[config.mk]
export PLATFORM = sky130hd
export DESIGN_NAME = writeback_stage_flat
export DESIGN_NICKNAME = d
export VERILOG_FILES = /design/src/rtl/writeback_stage_if.sv /design/src/rtl/writeback_stage.sv /design/src/flat_wrapper.sv
export SDC_FILE = /design/constraint.sdc
export NUM_CORES = 1
export LEC_CHECK = 0
export ABC_AREA = 1
export BUFFER_PORTS_ARGS = -buffer_cell sky130_fd_sc_hd__buf_4
export CAP_MARGIN = 10
export CORE_ASPECT_RATIO = 1.25
export CORE_MARGIN = 3
export CORE_UTILIZATION = 35
export DETAILED_ROUTE_END_ITERATION = 7
export GPL_TIMING_DRIVEN = 0
export PLACE_DENSITY = 0.59
export RECOVER_POWER = 100
export SLEW_MARGIN = 20
export SYNTH_ARGS = -nofsm -noshare
export SYNTH_HDL_FRONTEND = slang
export SYNTH_SLANG_ARGS = --single-unit
[constraint.sdc]
create_clock -name clk -period 3.63 [get_ports clk]
set_clock_uncertainty 0.15 [all_clocks]
set_input_delay 0.1815 -clock clk [delete_from_list [all_inputs] [get_ports clk]]
set_output_delay 0.1815 -clock clk [all_outputs]
set_load 0.02 [all_outputs]
[src/rtl/writeback_stage_if.sv]
// rtl/writeback_stage_if.sv - MEM-to-writeback result bus and register-file write port
interface writeback_stage_if;
    logic        mem_valid;
    logic [31:0] mem_data;
    logic        mem_beat;
    logic [31:0] alu_result;
    logic [31:0] alu_result_hi;
    logic [4:0]  dest_reg;
    logic        memToReg;
    logic        regWrite_in;
    logic        regwrite_float_in;
    logic        double_in;
    logic        load_double;
    logic        flush;

    logic [31:0] wData;
    logic [31:0] wData2;
    logic [4:0]  wReg;
    logic        regWSig;
    logic        regwrite_float;
    logic        double;
    logic        wb_busy;
    logic        wb_err;

    modport master (
        output mem_valid, mem_data, mem_beat, alu_result, alu_result_hi, dest_reg,
               memToReg, regWrite_in, regwrite_float_in, double_in, load_double, flush,
        input  wData, wData2, wReg, regWSig, regwrite_float, double, wb_busy, wb_err
    );

    modport slave (
        input  mem_valid, mem_data, mem_beat, alu_result, alu_result_hi, dest_reg,
               memToReg, regWrite_in, regwrite_float_in, double_in, load_double, flush,
        output wData, wData2, wReg, regWSig, regwrite_float, double, wb_busy, wb_err
    );
endinterface

[src/rtl/writeback_stage.sv]
// rtl/writeback_stage.sv - writeback stage with two-beat double-load assembly
module writeback_stage #(
    parameter int HI_TIMEOUT = 8
) (
    input  logic                clk,
    input  logic                reset,
    writeback_stage_if.slave    wb
);
    localparam int CW = $clog2(HI_TIMEOUT + 1);

    typedef enum logic {IDLE = 1'b0, HI = 1'b1} state_t;

    state_t      state, state_n;
    logic [CW-1:0] cnt, cnt_n, cnt_inc;
    logic [31:0] lo_data, lo_data_n;
    logic [4:0]  lo_reg, lo_reg_n;
    logic [31:0] wd_q, wd_n, wd2_q, wd2_n;
    logic [4:0]  wr_q, wr_n;
    logic        rw_q, rw_n, fw_q, fw_n, dbl_q, dbl_n, err_q, err_n;

    logic        take_new, emit;
    logic [31:0] c_lo, c_hi;
    logic [4:0]  c_reg;
    logic        c_int, c_flt, c_dbl;

    always_ff @(posedge clk) begin
        if (reset) begin
            state   <= IDLE;
            cnt     <= '0;
            lo_data <= '0;
            lo_reg  <= '0;
            wd_q    <= '0;
            wd2_q   <= '0;
            wr_q    <= '0;
            rw_q    <= 1'b0;
            fw_q    <= 1'b0;
            dbl_q   <= 1'b0;
            err_q   <= 1'b0;
        end else begin
            state   <= state_n;
            cnt     <= cnt_n;
            lo_data <= lo_data_n;
            lo_reg  <= lo_reg_n;
            wd_q    <= wd_n;
            wd2_q   <= wd2_n;
            wr_q    <= wr_n;
            rw_q    <= rw_n;
            fw_q    <= fw_n;
            dbl_q   <= dbl_n;
            err_q   <= err_n;
        end
    end

    always_comb begin
        state_n   = state;
        cnt_n     = cnt;
        cnt_inc   = cnt + 1'b1;
        lo_data_n = lo_data;
        lo_reg_n  = lo_reg;
        wd_n      = wd_q;
        wd2_n     = wd2_q;
        wr_n      = wr_q;
        rw_n      = 1'b0;
        fw_n      = 1'b0;
        dbl_n     = 1'b0;
        err_n     = 1'b0;
        take_new  = 1'b0;
        emit      = 1'b0;
        c_lo      = '0;
        c_hi      = '0;
        c_reg     = '0;
        c_int     = 1'b0;
        c_flt     = 1'b0;
        c_dbl     = 1'b0;

        if (wb.flush) begin
            state_n = IDLE;
        end else if (state == HI) begin
            if (!wb.mem_valid) begin
                cnt_n = cnt_inc;
                if (cnt_inc == CW'(HI_TIMEOUT)) begin
                    err_n   = 1'b1;
                    state_n = IDLE;
                end
            end else if (wb.load_double && wb.mem_beat) begin
                emit    = 1'b1;
                c_lo    = lo_data;
                c_hi    = wb.mem_data;
                c_reg   = lo_reg;
                c_flt   = 1'b1;
                c_dbl   = 1'b1;
                state_n = IDLE;
            end else begin
                // Out-of-order beat: abandon the half load, then treat the input as fresh.
                err_n    = 1'b1;
                state_n  = IDLE;
                take_new = 1'b1;
            end
        end else if (wb.mem_valid) begin
            take_new = 1'b1;
        end

        if (take_new) begin
            if (wb.load_double) begin
                if (!wb.mem_beat) begin
                    lo_data_n = wb.mem_data;
                    lo_reg_n  = wb.dest_reg;
                    cnt_n     = '0;
                    state_n   = HI;
                end else begin
                    err_n = 1'b1;
                end
            end else begin
                emit  = 1'b1;
                c_lo  = wb.memToReg ? wb.mem_data : wb.alu_result;
                c_hi  = wb.alu_result_hi;
                c_reg = wb.dest_reg;
                c_int = wb.regWrite_in;
                c_flt = wb.regwrite_float_in;
                c_dbl = wb.double_in;
            end
        end

        // Register pairs must start on an even index; integer $zero is never written.
        if (emit) begin
            if (c_dbl && c_reg[0]) begin
                err_n = 1'b1;
            end else begin
                wd_n  = c_lo;
                wd2_n = c_hi;
                wr_n  = c_reg;
                rw_n  = c_int && (c_reg != 5'd0);
                fw_n  = c_flt;
                dbl_n = c_dbl;
            end
        end
    end

    assign wb.wData          = wd_q;
    assign wb.wData2         = wd2_q;
    assign wb.wReg           = wr_q;
    assign wb.regWSig        = rw_q;
    assign wb.regwrite_float = fw_q;
    assign wb.double         = dbl_q;
    assign wb.wb_err         = err_q;
    assign wb.wb_busy        = (state == HI);
endmodule

[src/flat_wrapper.sv]
// flat-port wrapper written by rule: the top's interface ports become plain ports
module writeback_stage_flat 
#(
    parameter int HI_TIMEOUT = 8
)
  (clk, reset, wb_mem_valid, wb_mem_data, wb_mem_beat, wb_alu_result, wb_alu_result_hi, wb_dest_reg, wb_memToReg, wb_regWrite_in, wb_regwrite_float_in, wb_double_in, wb_load_double, wb_flush, wb_wData, wb_wData2, wb_wReg, wb_regWSig, wb_regwrite_float, wb_double, wb_wb_busy, wb_wb_err);
  writeback_stage_if wb_i ();
  input  logic clk;
  input  logic reset;
  input wire logic [$bits(wb_i.mem_valid)-1:0] wb_mem_valid;
  input wire logic [$bits(wb_i.mem_data)-1:0] wb_mem_data;
  input wire logic [$bits(wb_i.mem_beat)-1:0] wb_mem_beat;
  input wire logic [$bits(wb_i.alu_result)-1:0] wb_alu_result;
  input wire logic [$bits(wb_i.alu_result_hi)-1:0] wb_alu_result_hi;
  input wire logic [$bits(wb_i.dest_reg)-1:0] wb_dest_reg;
  input wire logic [$bits(wb_i.memToReg)-1:0] wb_memToReg;
  input wire logic [$bits(wb_i.regWrite_in)-1:0] wb_regWrite_in;
  input wire logic [$bits(wb_i.regwrite_float_in)-1:0] wb_regwrite_float_in;
  input wire logic [$bits(wb_i.double_in)-1:0] wb_double_in;
  input wire logic [$bits(wb_i.load_double)-1:0] wb_load_double;
  input wire logic [$bits(wb_i.flush)-1:0] wb_flush;
  output wire logic [$bits(wb_i.wData)-1:0] wb_wData;
  output wire logic [$bits(wb_i.wData2)-1:0] wb_wData2;
  output wire logic [$bits(wb_i.wReg)-1:0] wb_wReg;
  output wire logic [$bits(wb_i.regWSig)-1:0] wb_regWSig;
  output wire logic [$bits(wb_i.regwrite_float)-1:0] wb_regwrite_float;
  output wire logic [$bits(wb_i.double)-1:0] wb_double;
  output wire logic [$bits(wb_i.wb_busy)-1:0] wb_wb_busy;
  output wire logic [$bits(wb_i.wb_err)-1:0] wb_wb_err;
  assign wb_i.mem_valid = wb_mem_valid;
  assign wb_i.mem_data = wb_mem_data;
  assign wb_i.mem_beat = wb_mem_beat;
  assign wb_i.alu_result = wb_alu_result;
  assign wb_i.alu_result_hi = wb_alu_result_hi;
  assign wb_i.dest_reg = wb_dest_reg;
  assign wb_i.memToReg = wb_memToReg;
  assign wb_i.regWrite_in = wb_regWrite_in;
  assign wb_i.regwrite_float_in = wb_regwrite_float_in;
  assign wb_i.double_in = wb_double_in;
  assign wb_i.load_double = wb_load_double;
  assign wb_i.flush = wb_flush;
  assign wb_wData = wb_i.wData;
  assign wb_wData2 = wb_i.wData2;
  assign wb_wReg = wb_i.wReg;
  assign wb_regWSig = wb_i.regWSig;
  assign wb_regwrite_float = wb_i.regwrite_float;
  assign wb_double = wb_i.double;
  assign wb_wb_busy = wb_i.wb_busy;
  assign wb_wb_err = wb_i.wb_err;
  writeback_stage #(.HI_TIMEOUT(HI_TIMEOUT)) u_core (.clk(clk), .reset(reset), .wb(wb_i));
endmodule
==> impl_metrics.py <==
metrics = {
    "logic_synthesis": {
        "synth_area_leaders": "dfxtp_1 36%, nand2_1 11%, nor2_1 11%",
        "yosysTopAreaCell": "dfxtp_1",
        "synthDistinctLibCells": 25,
        "yosysWarnings": 0,
        "yosysSeqAreaShare_pct": 35.5,
        "synthCells": 986,
        "synthesis.nets": 1099,
        "syn_area_sq_mm": 0.00648,
        "avgSynthCellArea_sq_um": 6.57,
        "post-synth-top-area-fraction_pct": 35.5,
        "synth_seq_cells": 115,
    },
    "job": {
        "cap_violations": 0,
    },
    "timing": {
        "drv_slew": 0,
        "period_needed_ps": 2610,
        "fin_setup_tns_ps": 0,
        "fin_ws_ps": 1020,
        "max_freq_mhz": 383,
        "maxSlewHeadroom_pct": 56.8,
        "fin_crit_sh_pct": 71.9,
        "worstMarginPinSlew_ps": 649,
        "rsz0062_at_grt": "no",
        "setup_viol": 0,
        "hold_violations": 0,
    },
    "power": {
        "cellPowerDensity_mw_per_mm2": 435,
        "power_mw": 3.77,
        "irDropWorstVdd_mv": 0.319,
        "leakage_nw": 3.72,
    },
    "global_routing": {
        "grtUsageTotal_pct": 21.9,
        "grt_max_degree": 17,
        "grt_pass1_wl_um": 34800,
        "overflow": 0,
        "grt_pass1_vias": 6782,
        "antenna_found_initial": 0,
    },
    "final_layout": {
        "diodes": 0,
        "seqCellArea_sq_mm": 0.00230,
        "area_growth_pct": 33.6,
        "fin_area_sq_mm": 0.00865,
        "drive_above_1_share_pct": 16.4,
        "finalNetCount": 1341,
        "multi_input_area_sq_mm": 0.00306,
        "fin_util_pct": 47.6,
        "final.fill_count": 2004,
    },
    "setup_path": {
        "cp_data_arrival_time_ps": 2820,
        "worst-setup-path-type": "flip-flop to flip-flop",
        "worstPathMaxFanout": 10,
        "critPathCaptureType": "flip-flop",
        "required_ps": 3840,
        "startpoint_type": "flip-flop",
    },
    "routing": {
        "drt-total-wl_um": 22300,
        "vias": 7005,
        "drtAntennaViolNets": 0,
        "dr.pass1.iters": 4,
        "viasPerCell": 4.77,
        "drc": 0,
        "drt_iter0_markers": 391,
        "wl_per_cell_um": 15.2,
    },
    "placement": {
        "gp_congestion": 0.821,
        "pre_cts_slack_ps": 1640,
        "place_area_sq_mm": 0.00814,
        "dp_hpwl_um": 16500,
        "portBuffers": 183,
    },
    "status": {
        "outcome": "finished, final reports clean",
    },
    "die": {
        "die_x_um": 128,
        "io_pins": 185,
        "start_util_pct": 35.7,
        "floorplan.die.height_um": 158,
        "core_sq_mm": 0.0182,
        "row_count": 55,
        "die-area_sq_mm": 0.0202,
    },
    "clocking": {
        "cts_inserted_buffers": 17,
        "clk_pin_slew_worst_paths_ps": 60,
        "cts.sinks": 115,
        "htree_levels": 4,
        "cts_root_buf": "clkbuf_16",
        "cts_tree": "built",
        "clk_path_buf_depth": 2,
        "insertion_delay_ps": 410,
    },
    "worst_hold_path": {
        "hold_class": "primary input to flip-flop",
    },
}
## per-layer routing
layer / track usage, % / up-vias / wire length (um)
li1: - / 3589 / -
met1: 27.8 / 3159 / 9850
met2: 37.1 / 218 / 10700
met3: 3.48 / 39 / 1180
met4: 9.15 / 0 / 627
met5: 0 / - / 0
## where the power goes
group | internal (mW) | leakage, nW | switching (mW)
Sequential | 1.32 | 0.937 | 0.0254
Clock | 1.28 | 0.325 | 0.596
Combinational | 0.228 | 2.46 | 0.316
Total | 2.83 | 3.72 | 0.938
## cell usage in the layout (no fill, tap or decap)
| cell | synthesis | routed |
|---|---|---|
| nand3_2 | 61 | 12 |
| o21bai_1 | 1 | 1 |
| clkbuf_16 | 0 | 17 |
| clkinvlp_4 | 0 | 1 |
| nor2_8 | 1 | 1 |
| bufinv_16 | 0 | 5 |
| ha_1 | 2 | 2 |
| nand3_4 | 1 | 1 |
| clkbuf_1 | 23 | 102 |
| a21oi_1 | 104 | 104 |
| o21ai_0 | 107 | 107 |
| nor2_1 | 188 | 189 |
| inv_2 | 4 | 3 |
| dlygate4sd3_1 | 0 | 40 |
| buf_6 | 12 | 12 |
| dfxtp_1 | 115 | 115 |
| nand4_1 | 2 | 2 |
| inv_1 | 114 | 115 |
| buf_2 | 24 | 22 |
| nor2_2 | 3 | 2 |
| clkinv_2 | 0 | 4 |
| nand2_2 | 3 | 2 |
| or2_2 | 1 | 1 |
| nand3_1 | 16 | 65 |
| nand2_1 | 189 | 190 |
| o21ai_2 | 1 | 1 |
| clkbuf_8 | 0 | 4 |
| o21a_1 | 1 | 1 |
| buf_1 | 3 | 3 |
| buf_4 | 9 | 115 |
| xor2_1 | 1 | 1 |
## Yosys cell counts, drive strengths merged
library cell and instances:
inv 118, buf 48, a21oi 104, nand2 192, or2 1, nor2 192, ha 2, xor2 1
o21ai 108, nand4 2, o21a 1, clkbuf 23, nand3 78, o21bai 1, dfxtp 115
## repair_timing
item,4_1_cts,5_1_grt
setup endpoints to repair,0,0
gates resized for setup,0,0
setup buffers,0,0
endpoints found under the hold margin,40,0
hold buffers,40,0
## cell type report
class,count,area share [%]
Sequential cell,115,26.6
Inverter,118,5.12
Multi-Input combinational cell,682,35.4
Buffer,71,4.74
Tap cell,228,3.30
Timing Repair Buffer,223,17.2
Clock buffer,21,5.55
Clock inverter,10,2.05
## final timing paths
kind,start,endpoint,slack (ps),cells after the start
setup reg to reg,u_core.wb.wb_busy,u_core.wb.wData2[2],1020,8
hold / removal,wb_double_in,u_core.wb.double,50,5
hold reg to reg,u_core.lo_data[23],u_core.lo_data[23],300,2
setup / recovery,u_core.wb.wb_busy,u_core.wb.wData2[2],1020,8
## cell families (layout without fill, tap and decap cells)
logic type | after synthesis | count (layout) | synth area share (%)
AND/OR/NAND/NOR | 465 | 465 | 34.0
AO/OA/AOI/OAI | 214 | 214 | 16.7
buffers and inverters | 189 | 443 | 13.3
flip-flops | 115 | 115 | 35.5
adder cells (fa/ha/maj) | 2 | 2 | 0.386
XOR/XNOR | 1 | 1 | 0.135
## stage by stage
stage / hold WS [ps] / instances
after global routing: 62.3 / 1468
after global placement: 206 / 1397
after floorplan: 101 / 986
final: 52.0 / 1468
after detailed placement: 219 / 1397
after CTS: 20.4 / 1468
## critical path: stages, from the launching register on
cell and delay (ps):
dfxtp_1 390, inv_1 70, nor2_1 280, nand2_1 310
nand2_1 170, clkbuf_1 510, clkbuf_1 430, a21oi_1 130
nor2_1 110
Power figures use the tool's default switching activity.
